## config.mk

```make
export PLATFORM = sky130hd
export DESIGN_NAME = monitor_comparativo_flat
export DESIGN_NICKNAME = d
export VERILOG_FILES = /design/src/rtl/monitor_comparativo_pkg.sv /design/src/rtl/monitor_comparativo_if.sv /design/src/rtl/monitor_comparativo_contador_sat.sv /design/src/rtl/monitor_comparativo.sv /design/src/flat_wrapper.sv
export SDC_FILE = /design/constraint.sdc
export NUM_CORES = 1
export LEC_CHECK = 0
export ABC_AREA = 1
export BUFFER_PORTS_ARGS = -buffer_cell sky130_fd_sc_hd__buf_2
export CORE_MARGIN = 4
export CORE_UTILIZATION = 45
export DETAILED_ROUTE_END_ITERATION = 7
export PLACE_DENSITY = 0.68
export SLEW_MARGIN = 20
export SYNTH_ARGS = -nofsm -noshare
export SYNTH_HDL_FRONTEND = slang
export SYNTH_SLANG_ARGS = --single-unit
```

## constraint.sdc

```tcl
create_clock -name clk -period 4.6 [get_ports clk]
set_input_delay 0.46 -clock clk [delete_from_list [all_inputs] [get_ports clk]]
set_output_delay 0.46 -clock clk [all_outputs]
set_load 0.1 [all_outputs]
```

## src/rtl/monitor_comparativo_pkg.sv

```systemverilog
// Shared defaults and helpers for the comparison monitor.
package monitor_comparativo_pkg;

   localparam int DEF_WIDTH   = 2;
   localparam int DEF_NUM_DUT = 3;
   localparam int DEF_CNT_W   = 4;
   localparam int DEF_TS_W    = 8;

   // Counter overflow behaviour selectors
   localparam int SAT_WRAP  = 0;
   localparam int SAT_CLAMP = 1;

   // Number of set bits in a word; callers zero-extend narrower slices
   function automatic int unsigned popcount(input logic [31:0] v);
      int unsigned n;
      n = 0;
      for (int i = 0; i < 32; i++) n = n + {31'b0, v[i]};
      return n;
   endfunction

endpackage

```

## src/rtl/monitor_comparativo_if.sv

```systemverilog
// Data/result bundle between the comparative bench and the monitor.
interface monitor_comparativo_if #(
   parameter int WIDTH   = 2,
   parameter int NUM_DUT = 3,
   parameter int CNT_W   = 4,
   parameter int TS_W    = 8
);
   logic                       enable;
   logic                       clear;
   logic [NUM_DUT*WIDTH-1:0]   data_in;
   logic                       check;
   logic [NUM_DUT-2:0]         mismatch_vec;
   logic                       err_sticky;
   logic [CNT_W-1:0]           err_count;
   logic [TS_W-1:0]            sample_count;
   logic [TS_W-1:0]            first_err_ts;
   logic                       first_err_vld;
   logic [NUM_DUT*CNT_W-1:0]   rise_count;

   modport master (
      output enable, clear, data_in,
      input  check, mismatch_vec, err_sticky, err_count, sample_count,
             first_err_ts, first_err_vld, rise_count
   );

   modport slave (
      input  enable, clear, data_in,
      output check, mismatch_vec, err_sticky, err_count, sample_count,
             first_err_ts, first_err_vld, rise_count
   );
endinterface

```

## src/rtl/monitor_comparativo_contador_sat.sv

```systemverilog
// Event counter with variable increment, optional saturation, and clear.
module contador_sat #(
   parameter int CNT_W = 4,
   parameter int INC_W = 2,
   parameter int SAT   = 1
) (
   input  logic             clk,
   input  logic             reset,
   input  logic             clear,
   input  logic             en,
   input  logic [INC_W-1:0] inc,
   output logic [CNT_W-1:0] q
);
   logic [CNT_W-1:0] r_q;
   logic [CNT_W:0]   w_sum;

   // One spare bit on top of the counter exposes overflow directly
   assign w_sum = {1'b0, r_q} + {{(CNT_W+1-INC_W){1'b0}}, inc};
   assign q     = r_q;

   // Clear beats counting; overflow either clamps or drops the carry
   always_ff @(posedge clk) begin
      if (reset)                       r_q <= '0;
      else if (clear)                  r_q <= '0;
      else if (en) begin
         if (SAT != 0 && w_sum[CNT_W]) r_q <= '1;
         else                          r_q <= w_sum[CNT_W-1:0];
      end
   end
endmodule

```

## src/rtl/monitor_comparativo.sv

```systemverilog
// Compares N implementation outputs against slice 0 each sampled cycle,
// counting mismatching samples, per-slice rising bits and first-error time.
module monitor_comparativo
   import monitor_comparativo_pkg::*;
#(
   parameter int WIDTH   = DEF_WIDTH,
   parameter int NUM_DUT = DEF_NUM_DUT,
   parameter int CNT_W   = DEF_CNT_W,
   parameter int TS_W    = DEF_TS_W,
   parameter int SAT     = SAT_CLAMP
) (
   input  logic                clk,
   input  logic                reset,
   monitor_comparativo_if.slave bus
);
   localparam int INC_W = $clog2(WIDTH + 1);

   logic [NUM_DUT-1:0][WIDTH-1:0] w_slice;
   logic [NUM_DUT-1:0][WIDTH-1:0] r_prev;
   logic [NUM_DUT-1:0][CNT_W-1:0] w_rise;
   logic [NUM_DUT-2:0]            w_mm;
   logic [NUM_DUT-2:0]            r_mm;
   logic                          w_any;
   logic                          r_check;
   logic                          r_sticky;
   logic                          r_first_vld;
   logic [TS_W-1:0]               r_sample;
   logic [TS_W-1:0]               r_first_ts;
   logic [CNT_W-1:0]              w_err_cnt;

   assign w_slice = bus.data_in;

   genvar g;
   generate
      for (g = 1; g < NUM_DUT; g++) begin : g_cmp
         assign w_mm[g-1] = (w_slice[g] != w_slice[0]);
      end

      for (g = 0; g < NUM_DUT; g++) begin : g_rise
         logic [INC_W-1:0] w_inc;
         assign w_inc = INC_W'(popcount(32'(~r_prev[g] & w_slice[g])));
         contador_sat #(.CNT_W(CNT_W), .INC_W(INC_W), .SAT(SAT)) u_rise (
            .clk(clk), .reset(reset), .clear(bus.clear), .en(bus.enable),
            .inc(w_inc), .q(w_rise[g])
         );
      end
   endgenerate

   assign w_any = |w_mm;

   contador_sat #(.CNT_W(CNT_W), .INC_W(1), .SAT(SAT)) u_err (
      .clk(clk), .reset(reset), .clear(bus.clear), .en(bus.enable),
      .inc(w_any), .q(w_err_cnt)
   );

   // Compare flags, sample clock, first-error capture and previous-sample store.
   // prev follows the data even on a clearing sample so no false rises appear.
   always_ff @(posedge clk) begin
      if (reset) begin
         r_prev      <= '0;
         r_check     <= 1'b1;
         r_mm        <= '0;
         r_sticky    <= 1'b0;
         r_sample    <= '0;
         r_first_ts  <= '0;
         r_first_vld <= 1'b0;
      end else begin
         if (bus.enable) r_prev <= w_slice;
         if (bus.clear) begin
            r_check     <= 1'b1;
            r_mm        <= '0;
            r_sticky    <= 1'b0;
            r_sample    <= '0;
            r_first_ts  <= '0;
            r_first_vld <= 1'b0;
         end else if (bus.enable) begin
            r_check  <= ~w_any;
            r_mm     <= w_mm;
            r_sample <= r_sample + 1'b1;
            if (w_any) begin
               r_sticky <= 1'b1;
               if (!r_first_vld) begin
                  r_first_ts  <= r_sample;
                  r_first_vld <= 1'b1;
               end
            end
         end
      end
   end

   assign bus.check         = r_check;
   assign bus.mismatch_vec  = r_mm;
   assign bus.err_sticky    = r_sticky;
   assign bus.err_count     = w_err_cnt;
   assign bus.sample_count  = r_sample;
   assign bus.first_err_ts  = r_first_ts;
   assign bus.first_err_vld = r_first_vld;
   assign bus.rise_count    = w_rise;
endmodule

```

## src/flat_wrapper.sv

```systemverilog
// flat-port wrapper written by rule: the top's interface ports become plain ports
module monitor_comparativo_flat import monitor_comparativo_pkg::*;
#(
   parameter int WIDTH   = DEF_WIDTH,
   parameter int NUM_DUT = DEF_NUM_DUT,
   parameter int CNT_W   = DEF_CNT_W,
   parameter int TS_W    = DEF_TS_W,
   parameter int SAT     = SAT_CLAMP
)
  (clk, reset, bus_enable, bus_clear, bus_data_in, bus_check, bus_mismatch_vec, bus_err_sticky, bus_err_count, bus_sample_count, bus_first_err_ts, bus_first_err_vld, bus_rise_count);
  monitor_comparativo_if #(.WIDTH(WIDTH), .NUM_DUT(NUM_DUT), .CNT_W(CNT_W), .TS_W(TS_W)) bus_i ();
  input  logic clk;
  input  logic reset;
  input wire logic [$bits(bus_i.enable)-1:0] bus_enable;
  input wire logic [$bits(bus_i.clear)-1:0] bus_clear;
  input wire logic [$bits(bus_i.data_in)-1:0] bus_data_in;
  output wire logic [$bits(bus_i.check)-1:0] bus_check;
  output wire logic [$bits(bus_i.mismatch_vec)-1:0] bus_mismatch_vec;
  output wire logic [$bits(bus_i.err_sticky)-1:0] bus_err_sticky;
  output wire logic [$bits(bus_i.err_count)-1:0] bus_err_count;
  output wire logic [$bits(bus_i.sample_count)-1:0] bus_sample_count;
  output wire logic [$bits(bus_i.first_err_ts)-1:0] bus_first_err_ts;
  output wire logic [$bits(bus_i.first_err_vld)-1:0] bus_first_err_vld;
  output wire logic [$bits(bus_i.rise_count)-1:0] bus_rise_count;
  assign bus_i.enable = bus_enable;
  assign bus_i.clear = bus_clear;
  assign bus_i.data_in = bus_data_in;
  assign bus_check = bus_i.check;
  assign bus_mismatch_vec = bus_i.mismatch_vec;
  assign bus_err_sticky = bus_i.err_sticky;
  assign bus_err_count = bus_i.err_count;
  assign bus_sample_count = bus_i.sample_count;
  assign bus_first_err_ts = bus_i.first_err_ts;
  assign bus_first_err_vld = bus_i.first_err_vld;
  assign bus_rise_count = bus_i.rise_count;
  monitor_comparativo #(.WIDTH(WIDTH), .NUM_DUT(NUM_DUT), .CNT_W(CNT_W), .TS_W(TS_W), .SAT(SAT)) u_core (.clk(clk), .reset(reset), .bus(bus_i));
endmodule
```

# --- Yosys cells after proc, flatten, opt, wreduce, memory -nomap -nowiden ---
# Cells that the tools add are included.
op_classes:
  bitwise: 8
  n_addsub: 98
  shift: 0
  order_cmp: 0
  n_mux: 4
  multipliers: 0
  n_eq_ne: 2
  n_reduce_logical: 4
  div_mod_pow: 0
ops:
  columns: ["cell", "count"]
  rows:
  - ["adder 2 x 1 -> 2 bit", 90]
  - ["bitwise AND 32 x 2 -> 32 bit", 3]
  - ["inverter 2 -> 32 bit", 3]
  - ["two-way mux 4 bit", 4]
  - ["adder 4 x 2 -> 5 bit", 3]
  - ["adder 8 x 1 -> 8 bit (second input constant)", 1]
  - ["adder 1 x 1 -> 2 bit", 3]
  - ["adder 4 x 1 -> 5 bit", 1]
  - ["!= test 2 bit", 2]
  - ["OR reduction 2 bit", 2]
  - ["AND reduction 3 bit", 1]
  - ["inverter 1 bit", 2]
  - ["AND reduction 2 bit", 1]
word_totals:
  rom_bits: 0
  wordCells: 128
  ramBits: 0
  latch_bits: 0
  in_bits: 10
  register_bits: 42
  mem_count: 0

# --- Depth between registers and ports, before layout ---
logic_depth:
  word_depth: 35
  ltp_mapped: 10
  mapped_depth_nobuf: 9

# --- Modules after synthesis ---
# From an unflattened synthesis, not the netlist that was laid out.
hier_totals:
  cells_unflattened: 299
  hier_area_um2: 2182.1
modules_own_cells:
  columns: ["mod", "cells_per_inst", "area_each_um2", "n_inst", "seq_area_each_um2"]
  rows:
  - ["monitor_comparativo", 162, 1199.9, 1, 520.5]
  - ["contador_sat (u_core.g_rise[0].u_rise ...)", 36, 256.5, 3, 80.1]
  - ["contador_sat (u_core.u_err)", 29, 212.7, 1, 80.1]

# --- Worst setup path before layout ---
# Ideal clock, no wire load.
synth_path:
  path_type: "register to register"
  start: "register u_core.g_rise[0].u_rise.r_q[0]"
  end: "register u_core.g_rise[0].u_rise.r_q[2]"
  arrival_time_ps: 2057
  required_ps: 4505
  path_slack_ps: 2448
  n_path_buf: 0
  path_stages_with_launch: 7
  cell_sequence: "dfxtp_1 -> ha_1 -> inv_1 -> fa_1 -> nor2_1 -> nor2_1 -> a311oi_1"
synth_via:
  elab_chain_cells: 2
synth_rtl:
  columns: ["element", "line", "text"]
  rows:
  - ["start: declaration", "monitor_comparativo_contador_sat.sv:14", "logic [CNT_W-1:0] r_q;"]
  - ["start signal: assignment", "monitor_comparativo_contador_sat.sv:27", "else r_q <= w_sum[CNT_W-1:0];"]
  - ["adder 4 x 2 -> 5 bit", "monitor_comparativo_contador_sat.sv:18", "assign w_sum = {1'b0, r_q} + {{(CNT_W+1-INC_W){1'b0}}, inc};"]
  - ["two-way mux 4 bit", "monitor_comparativo_contador_sat.sv:26", "if (SAT != 0 && w_sum[CNT_W]) r_q <= '1;"]
# No other way between the ends.
# A chain may end at the register's enable or synchronous reset.

# --- Worst setup path after layout ---
layout_path:
  start: "input bus_data_in[0]"
  end: "register u_core.g_rise[0].u_rise.r_q[2]"
layout_via:
  elab_chain_cells: 34
layout_rtl:
  columns: ["element", "line", "text"]
  rows:
  - ["start: declaration", "flat_wrapper.sv:16", "input wire logic [$bits(bus_i.data_in)-1:0] bus_data_in;"]
  - ["bitwise AND 32 x 2 -> 32 bit", "monitor_comparativo.sv:41", "assign w_inc = INC_W'(popcount(32'(~r_prev[g] & w_slice[g])));"]
  - ["adder 1 x 1 -> 2 bit", "monitor_comparativo_pkg.sv:17", "for (int i = 0; i < 32; i++) n = n + {31'b0, v[i]};"]
  - ["adder 2 x 1 -> 2 bit (30 in series)", "monitor_comparativo_pkg.sv:17", null]
  - ["adder 4 x 2 -> 5 bit", "monitor_comparativo_contador_sat.sv:18", null]
  - ["two-way mux 4 bit", "monitor_comparativo_contador_sat.sv:26", null]
# No other way between the ends.

==> results_dict.tcl <==
set metrics [dict create \
    overflow 0 \
    leakagePower_uw 0.00115 \
    post_drt_via_cell_ratio 5.07 \
    netlist_instances 273 \
    tightest_slew_ps 764 \
    h-tree-depth 2 \
    synth_compound_area_frac 0.145 \
    slew_headroom 0.491 \
    yosysWarningCount 0 \
    cts_sinks 42 \
    synth_top_area_frac 0.405 \
    core_area_sq_mm 0.00441 \
    cts_hold_buf 0 \
    grt_max_degree 46 \
    ir_drop_v 0.000155 \
    synth_mux_area_frac 0 \
    hold_ws_ps 430 \
    synth_top_cell_by_area "dfxtp_1" \
    first_global_vias 1697 \
    synthTopCellsByArea "dfxtp_1, nand2_1, nor2_1" \
    power.share.clock 0.393 \
    setup_slack_ps 2780 \
    synth_seq_cells 42 \
    p_sw_frac 0.288 \
    area_delta_synth_final_pct 16.8 \
    post-route-period-util 0.395 \
    hold_class "in2reg" \
    nets 339 \
    startpoint "bus_data_in[0]" \
    final.setup.tns_ps 0 \
    portBuffers 46 \
    crit_path_start_kind "input port" \
    setup_viol 0 \
    fp.dieH_microns 75.9 \
    synth_nets 298 \
    crit_type "in2reg" \
    dieWidth_microns 75.9 \
    pwr-share-comb 0.171 \
    clock.fmax_mhz 551 \
    yosysSeqAreaShare 0.405 \
    clkTransAtPathRegs_ps 80 \
    drtIter0Drc 73 \
    outcome "finished clean" \
    synthSimpleGateAreaFrac 0.247 \
    grt_use_total 0.165 \
    finalCriticalPeriod_ps 1820 \
    synth.distinct_cells 30 \
    initial_utilization 0.470 \
    slew_violations 0 \
    final_cell_mix "nand2_1, nor2_1, buf_2, dfxtp_1, inv_1" \
    cts_tree "yes" \
    finClkSkew_ps 8.05 \
    boundaryPins 47 \
    die-area_sq_mm 0.00576 \
    clockRootBuffer "clkbuf_8" \
    via_count 1862 \
    avgSynthCellArea_sq_um 7.60 \
    clock_latency_ps 300 \
    rr_worst_depth 8 \
    synth_top_family_by_area "simple AND/OR/NAND/NOR gates" \
    numCtsBuffers 5 \
    endpoint_kind "register" \
    hold_viol_final 0 \
    antennaDiodeCount 0 \
    p_int_uw 627 \
    rsz0062_at_grt "false" \
    crit_arrival_ps 2020 \
    holdCritStartpoint "reset" \
    critPathRequiredTime_ps 4800 \
    dp_slack_ps 2480 \
    antenna_left 0 \
    place_hpwl_microns 3070 \
    clockBufferDepth 2 \
    final_common_cell "nand2_1" \
    fill_cells 441 \
    antenna_found_initial 0 \
    drc_errors 0 \
    crit_fanout 4 \
    yosys.area_share.xor_xnor 0.00422 \
    hold_depth 2 \
    gp_congestion 0.835 \
    post_cts_buffers 0 \
    first_pass_iters 6 \
    synthAdderAreaFrac 0.101 \
    syn_area_sq_mm 0.00207 \
    drv_cap 0 \
    cts_resized 0 \
    rr_startpoint "u_core.r_prev[0]$_SDFFE_PP0P_" \
    finalPower_uw 881 \
    rows 24 \
    drt-total-wl_microns 4330 \
    pwr-share-seq 0.436 \
    drive_gt1_frac 0.197 \
    grt_pass1_wl_microns 7400 \
    p_per_area_mw_per_mm2 364 \
    route.detailed.wl_per_inst_microns 11.8 \
    switchingPower_uw 254 \
]
## layout make-up
class,count,area (sq um),area share
Clock inverter,3,68.8,0.0284
Multi-Input combinational cell,189,1030,0.427
Tap cell,52,65.1,0.0269
Clock buffer,5,68.8,0.0284
Sequential cell,42,841,0.347
Timing Repair Buffer,46,230,0.0950
Inverter,30,115,0.0475
## worst paths after layout
check	to	slack [ps]
min reg2reg	u_core.bus.mismatch_vec[0]$_SDFFE_PP0P_	480
min	u_core.r_prev[4]$_SDFFE_PP0P_	430
max	u_core.g_rise[0].u_rise.q[2]$_SDFFE_PP0P_	2780
max reg2reg	u_core.g_rise[0].u_rise.q[2]$_SDFFE_PP0P_	2800
## metrics by stage
step	utilization	area, sq um	std cells
6_report	0.549	2420	367
5_1_grt	0.549	2420	367
4_1_cts	0.549	2420	367
3_5_place_dp	0.518	2280	359
3_3_place_gp	0.518	2280	359
2_1_floorplan	-	2070	273
## flip-flops by register name (all words and copies together) (netlist names)
register	flops
u_core.bus.check	1
u_core.bus.mismatch_vec	2
u_core.u_err.q	4
u_core.r_prev	6
u_core.g_rise.u_rise.q	12
u_core.bus.first_err_ts	8
u_core.bus.err_sticky	1
u_core.bus.sample_count	8
## cells in the mapped netlist, drive strengths merged
cell type	number
fa	3
xor2	1
a311oi	4
ha	12
inv	30
buf	10
clkbuf	2
or2	1
a211oi	6
nand4	6
nand3	11
nor3	4
a21oi	20
nand2	53
dfxtp	42
a31oi	8
a21o	3
o21ai	9
nor2	48
## layer usage
metal	track usage	share of wire	up-vias
li1	-	-	982
met1	0.213	0.48	841
met2	0.268	0.46	33
met3	0.0488	0.052	6
met4	0.0466	0.012	0
met5	0	0	-
## critical path, stage by stage
cell and delay, ps:
buf_2 120, inv_2 80, nor2_1 50, ha_1 270
ha_1 170, inv_1 60, fa_1 410, nor2_1 160
nor2_1 50, a311oi_1 190
## cells by family after synthesis
family | after synthesis
simple gates | 123
compound gates | 50
buf+inv | 42
flops | 42
fa+ha+maj | 15
xor+xnor | 1
## power groups by stage
stage               registers, uW  clock network, uW  logic, uW
global route                  386                370        167
CTS                           384                358        151
global placement              392                  0        149
detailed placement            392                  0        151
finish                        384                347        151
floorplan                     452                  0       69.1
Note: power is estimated with default switching activity, not from simulation.
